==> src/rtl/fu_broadcast_arbiter_pkg.sv <==
// -----------------------------------------------------------------------------
// fu_bcast_pkg
// Shared definitions for the functional-unit broadcast arbiter:
//   - default result/tag widths
//   - bcast_entry_t : {tag, data} view of one broadcast entry at default widths
//   - occ_width()   : width of an occupancy counter able to hold 0..depth
// -----------------------------------------------------------------------------
package fu_bcast_pkg;

  localparam int DEF_DATA_WIDTH = 32;
  localparam int DEF_TAG_WIDTH  = 7;

  typedef struct packed {
    logic [DEF_TAG_WIDTH-1:0]  tag;
    logic [DEF_DATA_WIDTH-1:0] data;
  } bcast_entry_t;

  // A counter that must reach 'depth' itself needs one bit above the index width.
  function automatic int occ_width(input int depth);
    return $clog2(depth) + 1;
  endfunction

endpackage

==> src/rtl/fu_broadcast_arbiter_rr_arbiter.sv <==
// -----------------------------------------------------------------------------
// rr_arbiter
// Combinational one-hot arbiter over NUM_REQ request lines.
//   Default build      : round-robin, search starts at i_ptr and wraps.
//   BCAST_FIXED_PRIO_EN: fixed priority, lowest index wins; no pointer port.
// Ports:
//   i_req         request vector
//   i_ptr         round-robin start index (absent with BCAST_FIXED_PRIO_EN)
//   i_en          grant enable; no grant is issued while low
//   o_grant       one-hot grant (all zero when nothing granted)
//   o_grant_idx   encoded index of the granted request
//   o_grant_valid a grant was issued
// -----------------------------------------------------------------------------
module rr_arbiter
  import fu_bcast_pkg::*;
#(
  parameter int NUM_REQ = 4,
  parameter int PTR_W   = $clog2(NUM_REQ)
) (
  input  logic [NUM_REQ-1:0] i_req,
`ifndef BCAST_FIXED_PRIO_EN
  input  logic [PTR_W-1:0]   i_ptr,
`endif
  input  logic               i_en,
  output logic [NUM_REQ-1:0] o_grant,
  output logic [PTR_W-1:0]   o_grant_idx,
  output logic               o_grant_valid
);

`ifdef BCAST_FIXED_PRIO_EN

  // Scan from the top down so the lowest requesting index is the last writer.
  always_comb begin
    o_grant       = '0;
    o_grant_idx   = '0;
    o_grant_valid = 1'b0;
    for (int k = NUM_REQ - 1; k >= 0; k--) begin
      if (i_en && i_req[k]) begin
        o_grant       = '0;
        o_grant[k]    = 1'b1;
        o_grant_idx   = PTR_W'(k);
        o_grant_valid = 1'b1;
      end
    end
  end

`else

  int w_idx;

  // Walk NUM_REQ positions starting at i_ptr; the first requester found wins.
  // i_ptr is always < NUM_REQ, so one conditional subtract performs the wrap.
  always_comb begin
    o_grant       = '0;
    o_grant_idx   = '0;
    o_grant_valid = 1'b0;
    w_idx         = 0;
    for (int k = 0; k < NUM_REQ; k++) begin
      w_idx = int'(i_ptr) + k;
      if (w_idx >= NUM_REQ) begin
        w_idx = w_idx - NUM_REQ;
      end
      if (i_en && !o_grant_valid && i_req[w_idx]) begin
        o_grant[w_idx] = 1'b1;
        o_grant_idx    = PTR_W'(w_idx);
        o_grant_valid  = 1'b1;
      end
    end
  end

`endif

endmodule

==> src/rtl/fu_broadcast_arbiter.sv <==
// -----------------------------------------------------------------------------
// fu_broadcast_arbiter
// Collects completed results from NUM_FU functional units, arbitrates them into
// a QUEUE_DEPTH-entry broadcast FIFO, and drains the FIFO onto the CDB.
// Optional macro: BCAST_FIXED_PRIO_EN (fixed lowest-index-wins priority instead
// of round-robin; the round-robin pointer is then not built).
//
// Ports:
//   clk          rising-edge clock
//   rst          asynchronous active-low reset
//   fu_done      per-FU single-cycle completion pulse
//   fu_result    flattened results, FU i at [i*DATA_WIDTH +: DATA_WIDTH]
//   fu_tag       flattened tags,    FU i at [i*TAG_WIDTH  +: TAG_WIDTH]
//   fu_queued    registered one-cycle pulse: FU's result entered the FIFO
//   cdb_valid    FIFO head valid
//   cdb_data     head result
//   cdb_tag      head tag
//   cdb_ready    consumer accepts head this cycle
//   queue_count  FIFO occupancy
//   overrun      sticky: done arrived while that FU's result was still pending
//
// Handshake: the CDB head transfers on a rising edge where cdb_valid and
// cdb_ready are both high. cdb_ready while empty is ignored, and a push into
// an empty FIFO becomes visible on the CDB only from the following cycle.
// -----------------------------------------------------------------------------
module fu_broadcast_arbiter
  import fu_bcast_pkg::*;
#(
  parameter int DATA_WIDTH  = DEF_DATA_WIDTH,
  parameter int TAG_WIDTH   = DEF_TAG_WIDTH,
  parameter int NUM_FU      = 4,
  parameter int QUEUE_DEPTH = 4
) (
  input  logic                           clk,
  input  logic                           rst,
  input  logic [NUM_FU-1:0]              fu_done,
  input  logic [NUM_FU*DATA_WIDTH-1:0]   fu_result,
  input  logic [NUM_FU*TAG_WIDTH-1:0]    fu_tag,
  output logic [NUM_FU-1:0]              fu_queued,
  output logic                           cdb_valid,
  output logic [DATA_WIDTH-1:0]          cdb_data,
  output logic [TAG_WIDTH-1:0]           cdb_tag,
  input  logic                           cdb_ready,
  output logic [$clog2(QUEUE_DEPTH):0]   queue_count,
  output logic                           overrun
);

  localparam int PTR_W = $clog2(NUM_FU);
  localparam int AW    = $clog2(QUEUE_DEPTH);
  localparam int CNT_W = occ_width(QUEUE_DEPTH);
  localparam int EW    = TAG_WIDTH + DATA_WIDTH;

  // Capture stage
  logic [NUM_FU-1:0]     r_pending;
  logic [DATA_WIDTH-1:0] r_cap_data [NUM_FU];
  logic [TAG_WIDTH-1:0]  r_cap_tag  [NUM_FU];

  // Broadcast FIFO, entry layout {tag, data}
  logic [EW-1:0]         r_fifo [QUEUE_DEPTH];
  logic [AW-1:0]         r_wr_ptr;
  logic [AW-1:0]         r_rd_ptr;
  logic [CNT_W-1:0]      r_count;

  logic [NUM_FU-1:0]     r_queued;
  logic                  r_overrun;

  logic                  w_pop;
  logic                  w_grant_en;
  logic [NUM_FU-1:0]     w_grant;
  logic [PTR_W-1:0]      w_grant_idx;
  logic                  w_grant_valid;
  logic [EW-1:0]         w_push_entry;

  // A pop frees a slot in the same edge, so a full FIFO being drained still
  // accepts a push.
  assign w_pop        = (r_count != '0) && cdb_ready;
  assign w_grant_en   = (r_count != CNT_W'(QUEUE_DEPTH)) || w_pop;
  assign w_push_entry = {r_cap_tag[w_grant_idx], r_cap_data[w_grant_idx]};

`ifdef BCAST_FIXED_PRIO_EN

  rr_arbiter #(
    .NUM_REQ (NUM_FU),
    .PTR_W   (PTR_W)
  ) u_arb (
    .i_req         (r_pending),
    .i_en          (w_grant_en),
    .o_grant       (w_grant),
    .o_grant_idx   (w_grant_idx),
    .o_grant_valid (w_grant_valid)
  );

`else

  logic [PTR_W-1:0] r_rr_ptr;

  rr_arbiter #(
    .NUM_REQ (NUM_FU),
    .PTR_W   (PTR_W)
  ) u_arb (
    .i_req         (r_pending),
    .i_ptr         (r_rr_ptr),
    .i_en          (w_grant_en),
    .o_grant       (w_grant),
    .o_grant_idx   (w_grant_idx),
    .o_grant_valid (w_grant_valid)
  );

  // Next search starts just past the unit that was served.
  always_ff @(posedge clk or negedge rst) begin
    if (!rst) begin
      r_rr_ptr <= '0;
    end else if (w_grant_valid) begin
      if (w_grant_idx == PTR_W'(NUM_FU - 1)) begin
        r_rr_ptr <= '0;
      end else begin
        r_rr_ptr <= w_grant_idx + PTR_W'(1);
      end
    end
  end

`endif

  // Capture registers and pending flags. A done coincident with the grant of
  // the same unit pushes the old value (read combinationally above) and
  // re-arms pending with the new one.
  always_ff @(posedge clk or negedge rst) begin
    if (!rst) begin
      r_pending <= '0;
      for (int i = 0; i < NUM_FU; i++) begin
        r_cap_data[i] <= '0;
        r_cap_tag[i]  <= '0;
      end
    end else begin
      r_pending <= (r_pending & ~w_grant) | fu_done;
      for (int i = 0; i < NUM_FU; i++) begin
        if (fu_done[i]) begin
          r_cap_data[i] <= fu_result[i*DATA_WIDTH +: DATA_WIDTH];
          r_cap_tag[i]  <= fu_tag[i*TAG_WIDTH +: TAG_WIDTH];
        end
      end
    end
  end

  // Overrun: a unit completed again before its previous result left the
  // capture stage, so the previous result is lost.
  always_ff @(posedge clk or negedge rst) begin
    if (!rst) begin
      r_overrun <= 1'b0;
    end else if (|(fu_done & r_pending & ~w_grant)) begin
      r_overrun <= 1'b1;
    end
  end

  always_ff @(posedge clk or negedge rst) begin
    if (!rst) begin
      r_queued <= '0;
    end else begin
      r_queued <= w_grant;
    end
  end

  // FIFO storage is cleared on reset so the CDB never exposes stale data
  // from before the reset.
  always_ff @(posedge clk or negedge rst) begin
    if (!rst) begin
      for (int e = 0; e < QUEUE_DEPTH; e++) begin
        r_fifo[e] <= '0;
      end
      r_wr_ptr <= '0;
      r_rd_ptr <= '0;
      r_count  <= '0;
    end else begin
      if (w_grant_valid) begin
        r_fifo[r_wr_ptr] <= w_push_entry;
        r_wr_ptr         <= r_wr_ptr + AW'(1);
      end
      if (w_pop) begin
        r_rd_ptr <= r_rd_ptr + AW'(1);
      end
      case ({w_grant_valid, w_pop})
        2'b10:   r_count <= r_count + CNT_W'(1);
        2'b01:   r_count <= r_count - CNT_W'(1);
        default: r_count <= r_count;
      endcase
    end
  end

  assign cdb_valid             = (r_count != '0);
  assign {cdb_tag, cdb_data}   = r_fifo[r_rd_ptr];
  assign fu_queued             = r_queued;
  assign queue_count           = r_count;
  assign overrun               = r_overrun;

endmodule

==> config.mk <==
export PLATFORM = sky130hd
export DESIGN_NAME = fu_broadcast_arbiter
export DESIGN_NICKNAME = d
export VERILOG_FILES = /design/src/rtl/fu_broadcast_arbiter_pkg.sv /design/src/rtl/fu_broadcast_arbiter_rr_arbiter.sv /design/src/rtl/fu_broadcast_arbiter.sv
export SDC_FILE = /design/constraint.sdc
export NUM_CORES = 1
export LEC_CHECK = 0
export CORE_UTILIZATION = 55
export CTS_CLUSTER_DIAMETER = 40
export CTS_CLUSTER_SIZE = 12
export DETAILED_ROUTE_END_ITERATION = 8
export PLACE_DENSITY = 0.79
export REMOVE_ABC_BUFFERS = 1
export SLEW_MARGIN = 20
export SYNTH_ARGS = -nofsm -noshare
export SYNTH_HDL_FRONTEND = slang
export SYNTH_SLANG_ARGS = --single-unit
==> constraint.sdc <==
create_clock -name clk -period 8.73 [get_ports clk]
set_input_delay 1.746 -clock clk [delete_from_list [all_inputs] [get_ports clk]]
set_output_delay 1.746 -clock clk [all_outputs]
set_load 0.02 [all_outputs]
==> summary.md, run 1 <==
The first global-routing pass estimated 63200 um of wire. The DRC violation count after routing came out at 0. For the number of hold violations in the final report, the log shows 0. STA classifies the critical path startpoint as a primary input. The critical path goes through clkdlybuf4s50_1, nor4b_2, nor2_2, nand2_2, or2_2, o221ai_1. Yosys mapped a number of flops with a built-in enable equal to 0.

The root buffer cell chosen for the clock tree is sky130_fd_sc_hd__clkbuf_16. The total power draw was 8.08 mW; the largest fanout on the critical path was 40. The flow ran to the end, and the final reports show no timing, DRC or antenna violations. TritonCTS built the clock tree. For this design, the slowest cell found on the critical path is sky130_fd_sc_hd__or2_2. The delay of the slowest cell on the worst path is 1000 ps, and the required time of the critical path is 9100 ps. The run gives 0.0264 mm^2 as the standard cell core area. The pin slew with the least headroom to its limit was 1110 ps. The tools report the number of global-route vias before repair as 11500. The worst hold-check path type is flop to flop. In the synthesized netlist the dominant register cell turns out to be sky130_fd_sc_hd__dfrtp_1. In the final design database the tool counted 1467 nets.

For the end-of-flow core utilization, the log shows 0.708. Detail-routed via count per cell: 6.48. The die area was 0.0279 mm^2; the final RePlAce weighted congestion was 0.832. The leading cell type by number of instances after synthesis was sky130_fd_sc_hd__dfrtp_1. Summed over all nets, the half-perimeter wirelength after detailed placement is 22700 um. The final clock skew was 17.9 ps; the switching power summed over all nets was 3.31 mW. The number of distinct library cells after synthesis was 47; the total global routing overflow was 0.

The internal power of the cells totals 4.77 mW. For the via total after detailed routing, the log shows 10800. The run gives 550 ps as the clock insertion delay at the later pin of the skew report. The largest area contributor in the synthesized netlist was sky130_fd_sc_hd__dfrtp_1.

The area of the mapped netlist is 0.0150 mm^2, and the cell depth of the worst min-delay path is 2. For the H-tree depth, the log shows 2. Setup repair after global routing left no endpoint under its margin. Dividing the synthesized area by the synthesized cell count gives 13.3 um^2. The starting density of the core is 0.567, and the part of the cycle the worst path needs is 0.586. The fraction of synthesized cell area taken by the top area cell type is 0.552. The number of placement rows came out at 59. Dividing total power by cell area gives a power density of 433 mW/mm^2. Setup violations remaining at the end of the flow were counted as 0. Max-slew violation count: 0.

The floorplan step set the die height to 167 um. The share of flip-flops with an asynchronous set or reset after synthesis was 1.00. Entering global routing, the biggest net connects 148 pins. The logs give 0.293 for the fraction of power consumed by sequential logic and 0 for the cts-stage hold buffer count. In the final routed layout, each cell accounts on average for 23.8 um. The fraction of final layout cells with drive strength greater than 1 is 0.233. The detail route stage leaves a number of antenna-violating nets equal to 0. The analysis attributes to cell leakage a power of 8.03 nW.

The sequential share of the synthesized area is 0.552, and the first-pass detailed-route iteration total is 5. For the number of antenna violations at the first check in global routing, the log shows 2. The worst-case IR drop observed on VDD is 0.280 mV.

Yosys printed 0 warnings. The tools report the combined global-route utilization of all metal layers as 0.291. For the combinational share of power, the log shows 0.478.

The run gives 0 as the number of buffers inserted to repair setup after CTS. The critical path class is primary input to flop. In this run the horizontal extent of the chip is 167 um. The total I/O pin count came out at 211. Port buffering added 210 buffers. Count of routing violations after the opening detailed-route iteration: 1100. The number of CTS-inserted buffers came out at 44. The final period demand of the worst path was 5120 ps; the post-detailed-routing wire length was 39500 um. Relative to the synthesized area, the layout overhead comes to 24.8%. The worst register-to-register path has a depth of 9. The top achievable clock speed was 195 MHz.

The tools report the part of the total power dissipated in the clock network as 0.228. The number of buffers on the longest clock path is 3, and the synthesis-stage register bit count is 330. For the headroom to the max-slew limit, the log shows 0.258. The cell family contributing the most delay on the critical path is simple AND/OR/NAND/NOR gates. Category of the worst setup path capture point: a flop. The tool flagged a number of max-cap violations equal to 0. After clock tree synthesis, the clock-pin slew on the worst setup and hold paths is 60 ps.

Count of buffering cells on the critical path with inverters included: 1. Clock tree synthesis found a total of 330 sinks. The number of gates on the worst path with buffers counted is 6. For the worst setup path, the data arrival time is 5490 ps. Post-CTS repair changed the size of 0 cells.

The switching share of power is 0.410. By area the synthesized netlist is led by sky130_fd_sc_hd__dfrtp_1 55%, sky130_fd_sc_hd__mux2_2 12%, sky130_fd_sc_hd__o221ai_1 8.9%. Fill cells in the final layout number 1797. Counting instances in the post-synthesis netlist gives the leading cell types as 330 x sky130_fd_sc_hd__dfrtp_1, 170 x sky130_fd_sc_hd__nand2_1, 156 x sky130_fd_sc_hd__mux2_2, 152 x sky130_fd_sc_hd__o221ai_1, 80 x sky130_fd_sc_hd__mux2i_1.

The synthesized netlist cell count is 1124, and the summed negative setup slack over all endpoints is 0 ps.
-- per-stage QoR --
stage / setup WS, ps / hold slack [ps] / cells / cell area, um^2
2_1_floorplan: 369 / 451 / 1027 / 14500
3_3_place_gp: 3170 / 463 / 1579 / 17100
3_5_place_dp: 3060 / 467 / 1579 / 17100
4_1_cts: 3620 / 482 / 1659 / 18700
5_1_grt: 3450 / 496 / 1660 / 18700
6_report: 3610 / 483 / 1660 / 18700
-- worst min-delay path, stage by stage, from the launching register on --
cell,delay (ps)
sky130_fd_sc_hd__dfrtp_1,340
sky130_fd_sc_hd__nand2_1,50
sky130_fd_sc_hd__o221ai_1,60
-- power by group through the flow --
stage	logic (mW)	clock network [mW]	registers (mW)
6_report	3.87	1.84	2.37
5_1_grt	4.11	1.93	2.43
4_1_cts	3.84	1.86	2.36
3_5_place_dp	3.82	0	2.38
3_3_place_gp	3.72	0	2.36
2_1_floorplan	2.49	0	2.31
-- flip-flops by register name (all words and copies together) (netlist names) --
| signal | flops |
|---|---|
| r_fifo | 156 |
| r_cap_data | 128 |
| r_cap_tag | 28 |
| fu_queued | 4 |
| r_pending | 4 |
| queue_count | 3 |
| r_rd_ptr | 2 |
| r_rr_ptr | 2 |
| r_wr_ptr | 2 |
| overrun | 1 |
-- kinds of logic (layout without fill, tap and decap cells) --
family | after synthesis | in the layout | share of synthesized area
xor+xnor | 7 | 7 | 0.00410
buf+inv | 110 | 310 | 0.0332
mux | 279 | 279 | 0.236
compound gates | 186 | 186 | 0.107
flops | 330 | 330 | 0.552
fa+ha+maj | 14 | 14 | 0.0122
other cells | 0 | 1 | 0
simple gates | 198 | 198 | 0.0550
-- cells in the final DEF, fill, tap and decap left out, types with 2 or more instances in the layout --
| cell | Yosys | routed |
|---|---|---|
| sky130_fd_sc_hd__mux4_2 | 43 | 43 |
| sky130_fd_sc_hd__mux2_2 | 156 | 156 |
| sky130_fd_sc_hd__mux2i_1 | 80 | 80 |
| sky130_fd_sc_hd__clkinv_4 | 0 | 5 |
| sky130_fd_sc_hd__a221oi_1 | 3 | 3 |
| sky130_fd_sc_hd__inv_1 | 13 | 13 |
| sky130_fd_sc_hd__a31oi_1 | 2 | 2 |
| sky130_fd_sc_hd__o221ai_2 | 4 | 4 |
| sky130_fd_sc_hd__a21o_1 | 5 | 5 |
| sky130_fd_sc_hd__xnor2_1 | 3 | 3 |
| sky130_fd_sc_hd__buf_2 | 18 | 2 |
| sky130_fd_sc_hd__nand4_1 | 2 | 2 |
| sky130_fd_sc_hd__nand3_1 | 6 | 2 |
| sky130_fd_sc_hd__nand2_1 | 170 | 166 |
| sky130_fd_sc_hd__clkdlybuf4s50_1 | 0 | 205 |
| sky130_fd_sc_hd__a221o_1 | 2 | 2 |
| sky130_fd_sc_hd__nand3b_1 | 4 | 4 |
| sky130_fd_sc_hd__o221ai_1 | 152 | 152 |
| sky130_fd_sc_hd__nor4b_1 | 2 | 2 |
| sky130_fd_sc_hd__nand2_2 | 0 | 4 |
| sky130_fd_sc_hd__inv_6 | 0 | 2 |
| sky130_fd_sc_hd__or2_2 | 0 | 4 |
| sky130_fd_sc_hd__clkinvlp_4 | 0 | 5 |
| sky130_fd_sc_hd__clkbuf_16 | 0 | 46 |
| sky130_fd_sc_hd__buf_4 | 8 | 8 |
| sky130_fd_sc_hd__clkbuf_1 | 53 | 7 |
| sky130_fd_sc_hd__nand3_2 | 0 | 3 |
| sky130_fd_sc_hd__dfrtp_1 | 330 | 328 |
| sky130_fd_sc_hd__ha_1 | 13 | 13 |
| sky130_fd_sc_hd__nor2b_1 | 2 | 2 |
| sky130_fd_sc_hd__xor2_1 | 4 | 4 |
| sky130_fd_sc_hd__o21ai_0 | 3 | 3 |
| sky130_fd_sc_hd__a21oi_1 | 4 | 4 |
| sky130_fd_sc_hd__inv_8 | 0 | 2 |
| sky130_fd_sc_hd__bufinv_16 | 0 | 4 |
| sky130_fd_sc_hd__clkinv_2 | 0 | 2 |
| sky130_fd_sc_hd__clkbuf_8 | 0 | 6 |
-- cell type report --
type | count | area, um^2 | area share
Antenna cell | 1 | 2.50 | 0.000134
Clock buffer | 59 | 1260 | 0.0675
Clock inverter | 21 | 268 | 0.0143
Inverter | 13 | 48.8 | 0.00261
Multi-Input combinational cell | 684 | 6250 | 0.335
Sequential cell | 330 | 8260 | 0.443
Tap cell | 335 | 419 | 0.0225
Timing Repair Buffer | 217 | 2160 | 0.116
-- final timing paths --
| kind | startpoint | end | slack, ps |
|---|---|---|---|
| hold / removal | r_fifo[2]$_DFFE_PN0P_ | r_fifo[2]$_DFFE_PN0P_ | 480 |
| setup reg to reg | r_rr_ptr[0]$_DFFE_PN0P_ | r_fifo[0]$_DFFE_PN0P_ | 4100 |
| setup / recovery | cdb_ready | r_fifo[92]$_DFFE_PN0P_ | 3610 |
| max in group asynchronous | rst | r_fifo[93]$_DFFE_PN0P_ | 6010 |
| min in group asynchronous | rst | r_cap_data[18]$_DFFE_PN0P_ | 1310 |
| hold reg to reg | r_fifo[2]$_DFFE_PN0P_ | r_fifo[2]$_DFFE_PN0P_ | 480 |
-- per-layer routing --
metal / vias up / track usage / share of wire
met2: 582 / 0.476 / 0.49
met1: 5512 / 0.388 / 0.40
met4: 2 / 0.0942 / 0.023
met3: 71 / 0.0639 / 0.087
li1: 4596 / - / -
met5: - / 0 / 0.00030
Note: power is estimated with default switching activity, not from simulation.
==> run 2, diff against run 1 <==
--- a/config.mk
+++ b/config.mk
@@ -5,11 +5,11 @@
 export SDC_FILE = /design/constraint.sdc
 export NUM_CORES = 1
 export LEC_CHECK = 0
-export CORE_UTILIZATION = 55
+export CORE_UTILIZATION = 50
 export CTS_CLUSTER_DIAMETER = 40
 export CTS_CLUSTER_SIZE = 12
 export DETAILED_ROUTE_END_ITERATION = 8
-export PLACE_DENSITY = 0.79
+export PLACE_DENSITY = 0.76
 export REMOVE_ABC_BUFFERS = 1
 export SLEW_MARGIN = 20
 export SYNTH_ARGS = -nofsm -noshare
==> constraint.sdc (replaced) <==
create_clock -name clk -period 4.1 [get_ports clk]
set_input_delay 0.82 -clock clk [delete_from_list [all_inputs] [get_ports clk]]
set_output_delay 0.82 -clock clk [all_outputs]
set_load 0.02 [all_outputs]
==> run 2 against run 1 <==
- register-to-register slack lost 3300 ps
- global-route usage is 2.4 points lower
- sequential power up 110%
- largest cell class unchanged
- highest routed layer is now met4
==> summary.md, run 2 (synthesis gave the netlist of run 1 again) <==
The wire length on met1 was 16500 um (was 15800 um). The clock insertion delay at the later pin of the skew report was 540 ps (was 550 ps). The sum of met2 wire segment lengths after detailed routing came out at 19200 um (was 19400 um).

The footprint of the multi-input gates is 0.00624 mm^2 (was 0.00625 mm^2). The via total after detailed routing was 10800 (about the same); the number of diodes added for antenna fixing was 0 (was 1). Largest registers: r_fifo x156, r_cap_data x128, r_cap_tag x28 (unchanged). Summed negative setup slack over all endpoints: 0 ps (unchanged).

The tools report the register area as 0.00826 mm^2 (unchanged). The part of the cycle the worst path needs is 0.866, and the final number of setup-violating endpoints is 0 (unchanged). The worst endpoint data arrival time is 2730 ps (was 5490 ps), and the die span in x is 175 um (was 167 um). The post-route standard cell area excluding fillers was 0.0188 mm^2 (was 0.0187 mm^2). The top achievable clock speed is 282 MHz. The cell with the largest stage delay on the worst path was sky130_fd_sc_hd__dfrtp_4 (was sky130_fd_sc_hd__or2_2). The run gives 62 (was 59) as the number of placement rows. Top layer used by detailed routing: met4 (was met5).

The static leakage was 8.10 nW (was 8.03 nW). The end-of-flow core utilization is 0.648 (was 0.708). The tools report the global-route wire length before repair as 63800 um (was 63200 um).

The number of buffer cells added on primary ports is 210 (unchanged), and the DRC violation count after routing is 0 (unchanged). The tools report the post-detailed-routing wire length as 39700 um (was 39500 um). The run gives 0.206 (was 0.228) as the part of the total power dissipated in the clock network. The total power density per cell area was 907 mW/mm^2 (was 433 mW/mm^2); the signed area change from the synthesized netlist to the final layout was 26.0% (was 24.8%). For the total global routing overflow, the log shows 0 (unchanged). The startpoint of the lowest-slack register-to-register path is r_rr_ptr[0]$_DFFE_PN0P_ (unchanged). The run gives 0.0291 mm^2 (was 0.0264 mm^2) as the standard cell core area. The final period demand of the worst path was 3550 ps; the number of flip-flops in the largest register was 156 (unchanged). For the final RePlAce weighted congestion, the log shows 0.800 (was 0.832).

The delay of the slowest cell on the worst path came out at 740 ps (was 1000 ps). The cell internal power dissipation came out at 10.1 mW (was 4.77 mW). The logs give 85 (was 148) for the largest net degree at the start of global routing and 3250 um (was 3450 um) for the met3 layer wire length in the routed design. For the clock sink total, the log shows 330 (unchanged). The tools report the switching power summed over all nets as 7.01 mW (was 3.31 mW). The flow ran to the end, and the final reports show no timing, DRC or antenna violations. Number of antenna violations at the first check in global routing: 0 (was 2).

The pin slew with the least headroom to its limit was 1080 ps (was 1110 ps). The run gives 1489 (was 1467) as the final net count. Setup repair after global routing left no endpoint under its margin. Capturing point of the worst reg2reg path: r_fifo[152]$_DFFE_PN0P_ (was r_fifo[0]$_DFFE_PN0P_). The tools report the cts-stage hold buffer count as 0 (unchanged).

The count of instances resized after the clock tree is built was 0 (unchanged); the count of buffering cells on the critical path with inverters included was 2 (was 1). The worst hold-check path type is primary input to asynchronous set/reset pin (was flop to flop). The critical path class was flop to primary output (was primary input to flop). The total half-perimeter wirelength after legalization and detailed placement is 24900 um (was 22700 um). Family of cells with the greatest summed delay on the critical path: buffers and inverters (was simple AND/OR/NAND/NOR gates). Register with the highest flop count: r_fifo (unchanged). The combined global-route utilization of all metal layers is 0.267 (was 0.291), and the number of hold violations in the final report is 0 (unchanged). Most frequent standard cell in the layout excluding fill and tap cells: sky130_fd_sc_hd__dfrtp_1 (unchanged). The post-route antenna net violation count was 0 (unchanged); the H-tree depth was 2 (unchanged). The buffer cell driving the clock tree root was sky130_fd_sc_hd__clkbuf_16 (unchanged). The number of global-route vias before repair was 11400 (was 11500).

The cell area after placement came out at 0.0175 mm^2 (was 0.0171 mm^2). The reg-to-reg setup timing slack is 760 ps (was 4100 ps), and the number of violations of the max-capacitance limit is 0 (unchanged). Cell-by-cell trace of the critical path: buf_12, mux4_2, clkdlybuf4s50_1 (was clkdlybuf4s50_1, nor4b_2, nor2_2, nand2_2, or2_2, o221ai_1).

The post-layout worst setup margin was 550 ps (was 3610 ps); the post-detailed-route wirelength per cell was 23.0 um (was 23.8 um). The number of buffers inserted to repair setup after CTS was 0 (unchanged); the final clock skew was 16.4 ps (was 17.9 ps). Fill cell instance count of the final layout: 2188 (was 1797). The required time of the critical path is 3280 ps (was 9100 ps). Commonest cells after routing, fill and taps aside: 328 x sky130_fd_sc_hd__dfrtp_1, 205 x sky130_fd_sc_hd__clkdlybuf4s50_1, 166 x sky130_fd_sc_hd__nand2_1, 156 x sky130_fd_sc_hd__mux2_2, 152 x sky130_fd_sc_hd__o221ai_1 (unchanged).

Fraction of power consumed by sequential logic: 0.292 (was 0.293). The die extent in y is 175 um (was 167 um). The fraction of final layout cells with drive strength greater than 1 was 0.245 (was 0.233).

The total power draw was 17.1 mW (was 8.08 mW); the clock transition at the register clock pins on the worst setup and hold paths after CTS was 50 ps (was 60 ps). Detail-routed via count per cell: 6.27 (was 6.48). The logs give 5 (unchanged) for the first-pass detailed-route iteration total and 803 (was 1100) for the count of routing violations after the opening detailed-route iteration. The headroom to the max-slew limit is 0.279 (was 0.258), and the count of cells along the worst register-to-register path is 9 (unchanged). The number of buffers on the longest clock path is 3 (unchanged), and the switching share of power is 0.410 (about the same). The tools report the starting density of the core as 0.514 (was 0.567). The peak supply drop is 0.599 mV (was 0.280 mV), and the combinational share of power is 0.502 (was 0.478). The run gives 211 (unchanged) as the total I/O pin count.

The category of the worst setup path capture point was a primary output (was a flop). The max-slew violation count is 0 (unchanged). The tools report the sort of element at the start of the critical path as a flop (was a primary input). TritonCTS built the clock tree. The die area was 0.0306 mm^2 (was 0.0279 mm^2); the largest fanout on the critical path was 22 (was 40). The number of CTS-inserted buffers was 42 (was 44). The tools report the worst setup slack after placement as 556 ps (was 3060 ps).
-- run 2: layer usage --
metal | up-vias | global-route usage
met5 | - | 0
met4 | 0 | 0.0793
met3 | 73 | 0.0574
met2 | 561 | 0.424
met1 | 5573 | 0.370
li1 | 4630 | -
-- run 2: cell type report --
class	count	area share
Tap cell	384	0.0255
Clock buffer	55	0.0632
Timing Repair Buffer	241	0.130
Inverter	13	0.00259
Sequential cell	330	0.438
Clock inverter	21	0.00876
Multi-Input combinational cell	684	0.331
-- run 2: how the worst max path moves through the flow --
stage	startpoint	end	slack [ps]	depth (start not counted)
2_1_floorplan	r_rr_ptr[0]$_DFFE_PN0P_	r_fifo[0]$_DFFE_PN0P_	-3890	7
5_1_grt	r_rd_ptr[0]$_DFFE_PN0P_	cdb_data[10]	440	3
6_report	r_rd_ptr[0]$_DFFE_PN0P_	cdb_data[9]	550	3
4_1_cts	r_rd_ptr[0]$_DFFE_PN0P_	cdb_data[9]	500	3
3_5_place_dp	cdb_ready	r_fifo[120]$_DFFE_PN0P_	560	8
3_3_place_gp	cdb_ready	r_fifo[127]$_DFFE_PN0P_	580	8
-- run 2: per-stage QoR --
stage	hold slack [ps]	std cells
after global routing	355	1728
final	307	1728
after detailed placement	469	1652
after global placement	462	1652
after floorplan	451	1027
after CTS	322	1728
-- run 2: worst register-to-register path: cells and delay by family, from the launching register on --
| kind | cells | cell delay (ps) |
|---|---|---|
| fa+ha+maj | 1 | 410 |
| buf+inv | 2 | 420 |
| mux | 2 | 980 |
| simple gates | 1 | 190 |
| flops | 1 | 340 |
| compound gates | 3 | 830 |
-- run 2: power by group through the flow --
stage,Clock (mW),Sequential (mW),Combinational [mW]
after floorplan,0,4.90,4.35
after CTS,3.57,4.98,8.57
final,3.52,5.00,8.58
after global placement,0,4.96,8.30
after global routing,3.72,5.12,9.16
after detailed placement,0,5.02,8.53
==> run 3, diff against run 2 <==
--- a/config.mk
+++ b/config.mk
@@ -7,10 +7,10 @@
 export LEC_CHECK = 0
 export CORE_UTILIZATION = 50
 export CTS_CLUSTER_DIAMETER = 40
-export CTS_CLUSTER_SIZE = 12
 export DETAILED_ROUTE_END_ITERATION = 8
 export PLACE_DENSITY = 0.76
 export REMOVE_ABC_BUFFERS = 1
+export SETUP_SLACK_MARGIN = 0.1
 export SLEW_MARGIN = 20
 export SYNTH_ARGS = -nofsm -noshare
 export SYNTH_HDL_FRONTEND = slang
==> run 3 against run 2 <==
- combinational power about the same
- first-iteration DRC count rose by 12%
- die area did not move
- critical path type unchanged
- critical endpoint unchanged
==> summary.md, run 3 (synthesis gave the netlist of run 1 again) <==
The flow ran to the end, and the final reports show no timing, DRC or antenna violations. The delay of the slowest cell on the worst path is 740 ps (about the same). The tools report the number of diodes added for antenna fixing as 0 (unchanged).

The critical path class is flop to primary output (unchanged). The capturing point of the worst reg2reg path is r_fifo[127]$_DFFE_PN0P_ (was r_fifo[152]$_DFFE_PN0P_). The number of buffers inserted to repair setup after CTS was 0 (unchanged); the total power draw was 17.3 mW (was 17.1 mW).

The die span in x was 175 um (unchanged). The logs give 3 (unchanged) for the number of buffers on the longest clock path and 3280 ps (about the same) for the required time of the critical path. Pin slew with the least headroom to its limit: 1070 ps (was 1080 ps).

The global-route wire length before repair was 63600 um (was 63800 um). Commonest cells after routing, fill and taps aside: 328 x sky130_fd_sc_hd__dfrtp_1, 205 x sky130_fd_sc_hd__clkdlybuf4s50_1, 166 x sky130_fd_sc_hd__nand2_1, 156 x sky130_fd_sc_hd__mux2_2, 152 x sky130_fd_sc_hd__o221ai_1 (unchanged). The total power density per cell area was 916 mW/mm^2 (was 907 mW/mm^2). The number of placement rows is 62 (unchanged), and the part of the cycle the worst path needs is 0.865 (was 0.866). Family of cells with the greatest summed delay on the critical path: buffers and inverters (unchanged). The global-route layer with the greatest usage was met2 (unchanged). Die area: 0.0306 mm^2 (unchanged).

The die extent in y is 175 um (unchanged). The final RePlAce weighted congestion is 0.800 (unchanged), and the number of buffer cells added on primary ports is 210 (unchanged). The worst hold-check path type is primary input to asynchronous set/reset pin (unchanged). The largest fanout on the critical path was 22 (unchanged); the count of routing violations after the opening detailed-route iteration was 903 (was 803). The peak supply drop came out at 0.603 mV (was 0.599 mV).

The fraction of power consumed by sequential logic came out at 0.288 (was 0.292). The count of cells along the worst register-to-register path was 9 (unchanged). The count of instances resized after the clock tree is built is 0 (unchanged), and the switching share of power is 0.405 (was 0.410).

The logs give 0.0291 mm^2 (unchanged) for the standard cell core area and 2730 ps (about the same) for the worst endpoint data arrival time. The reg-to-reg setup timing slack came out at 740 ps (was 760 ps). The cell with the largest stage delay on the worst path is sky130_fd_sc_hd__dfrtp_4 (unchanged). The number of flip-flops in the largest register works out to 156 (unchanged). Combined global-route utilization of all metal layers: 0.266 (was 0.267). The tools report the largest net degree at the start of global routing as 85 (unchanged). The switching power summed over all nets was 7.02 mW (was 7.01 mW); the clock sink total was 330 (unchanged). The run gives 0.370 (about the same) as the global routing met1 resource utilization. TritonCTS built the clock tree. The final period demand of the worst path works out to 3550 ps (about the same). The logs give 0.217 (was 0.206) for the part of the total power dissipated in the clock network and 282 MHz (about the same) for the top achievable clock speed. The final number of setup-violating endpoints was 0 (unchanged). The startpoint of the lowest-slack register-to-register path was r_rr_ptr[0]$_DFFE_PN0P_ (unchanged). Buffer cell driving the clock tree root: sky130_fd_sc_hd__clkbuf_16 (unchanged). The fraction of met2 tracks used by global routing came out at 0.417 (was 0.424). The final clock skew was 28.1 ps (was 16.4 ps). Largest registers: r_fifo x156, r_cap_data x128, r_cap_tag x28 (unchanged). The headroom to the max-slew limit is 0.284 (was 0.279), and the detail-routed via count per cell is 6.29 (was 6.27). The total global routing overflow was 0 (unchanged). For the cell internal power dissipation, the log shows 10.3 mW (was 10.1 mW). Most frequent standard cell in the layout excluding fill and tap cells: sky130_fd_sc_hd__dfrtp_1 (unchanged).

Number of global-route vias before repair: 11300 (was 11400). The fraction of final layout cells with drive strength greater than 1 was 0.245 (about the same); the static leakage was 8.17 nW (was 8.10 nW). The number of antenna violations at the first check in global routing was 0 (unchanged). The tools report the post-route antenna net violation count as 0 (unchanged).

The register area is 0.00826 mm^2 (unchanged). The run gives 211 (unchanged) as the total I/O pin count. The tools report the post-detailed-routing wire length as 39800 um (was 39700 um). The signed area change from the synthesized netlist to the final layout works out to 26.7% (was 26.0%). Register with the highest flop count: r_fifo (unchanged). Final net count: 1489 (unchanged). The sort of element at the start of the critical path was a flop (unchanged). The clock transition at the register clock pins on the worst setup and hold paths after CTS was 50 ps (about the same).

The footprint of the multi-input gates is 0.00624 mm^2 (unchanged), and the max-slew violation count is 0 (unchanged). The number of CTS-inserted buffers is 42 (unchanged), and the combinational share of power is 0.495 (was 0.502). The fill cell instance count of the final layout came out at 2167 (was 2188).

Cell-by-cell trace of the critical path: buf_12, mux4_2, clkdlybuf4s50_1 (unchanged). The first-pass detailed-route iteration total is 7 (was 5). Summed negative setup slack over all endpoints: 0 ps (unchanged). Post-detailed-route wirelength per cell: 23.0 um (about the same). Setup repair after global routing left no endpoint under its margin. The H-tree depth was 2 (unchanged); the count of buffering cells on the critical path with inverters included was 2 (unchanged). The via total after detailed routing was 10900 (was 10800). Met3 track utilization from global routing: 0.0544 (was 0.0574). The number of violations of the max-capacitance limit came out at 0 (unchanged). The DRC violation count after routing came out at 0 (unchanged).

For the number of hold violations in the final report, the log shows 0 (unchanged). The clock insertion delay at the later pin of the skew report came out at 540 ps (about the same). For the starting density of the core, the log shows 0.514 (unchanged). The cts-stage hold buffer count is 0 (unchanged). The category of the worst setup path capture point is a primary output (unchanged). The tools report the total half-perimeter wirelength after legalization and detailed placement as 24900 um (unchanged).
## run 3: cell type report
cell class	instances	area share
clock buffers	54	0.0622
clock inverters	23	0.0146
inverters	13	0.00258
multi-input cells	684	0.329
flip-flops and latches	330	0.436
well taps	384	0.0254
repair buffers	241	0.130
## run 3: per-layer routing
metal	share of wire	wire length, um
met1	0.42	16500
met5	0	0
met3	0.081	3210
met2	0.48	19000
met4	0.027	1060
## run 3: per-stage QoR
step	hold WS, ps	worst slack, ps	instances	util	instance area (um^2)
2_1_floorplan	451	-3890	1027	-	14500
6_report	310	551	1729	0.651	18900
3_5_place_dp	469	556	1652	0.601	17500
5_1_grt	355	445	1729	0.651	18900
3_3_place_gp	462	578	1652	0.601	17500
4_1_cts	322	503	1729	0.651	18900
## run 3: worst max-delay path by stage
stage,from,to,cells past startpoint
2_1_floorplan,r_rr_ptr[0]$_DFFE_PN0P_,r_fifo[0]$_DFFE_PN0P_,7
3_3_place_gp,cdb_ready,r_fifo[127]$_DFFE_PN0P_,8
3_5_place_dp,cdb_ready,r_fifo[120]$_DFFE_PN0P_,8
4_1_cts,r_rd_ptr[0]$_DFFE_PN0P_,cdb_data[9],3
5_1_grt,r_rd_ptr[0]$_DFFE_PN0P_,cdb_data[10],3
6_report,r_rd_ptr[0]$_DFFE_PN0P_,cdb_data[9],3
## run 3: power groups by stage
stage	clock, mW	sequential, mW	combinational (mW)
3_5_place_dp	0	5.02	8.53
6_report	3.76	5.00	8.59
4_1_cts	3.82	4.98	8.55
3_3_place_gp	0	4.96	8.30
5_1_grt	3.96	5.12	9.15
2_1_floorplan	0	4.90	4.35
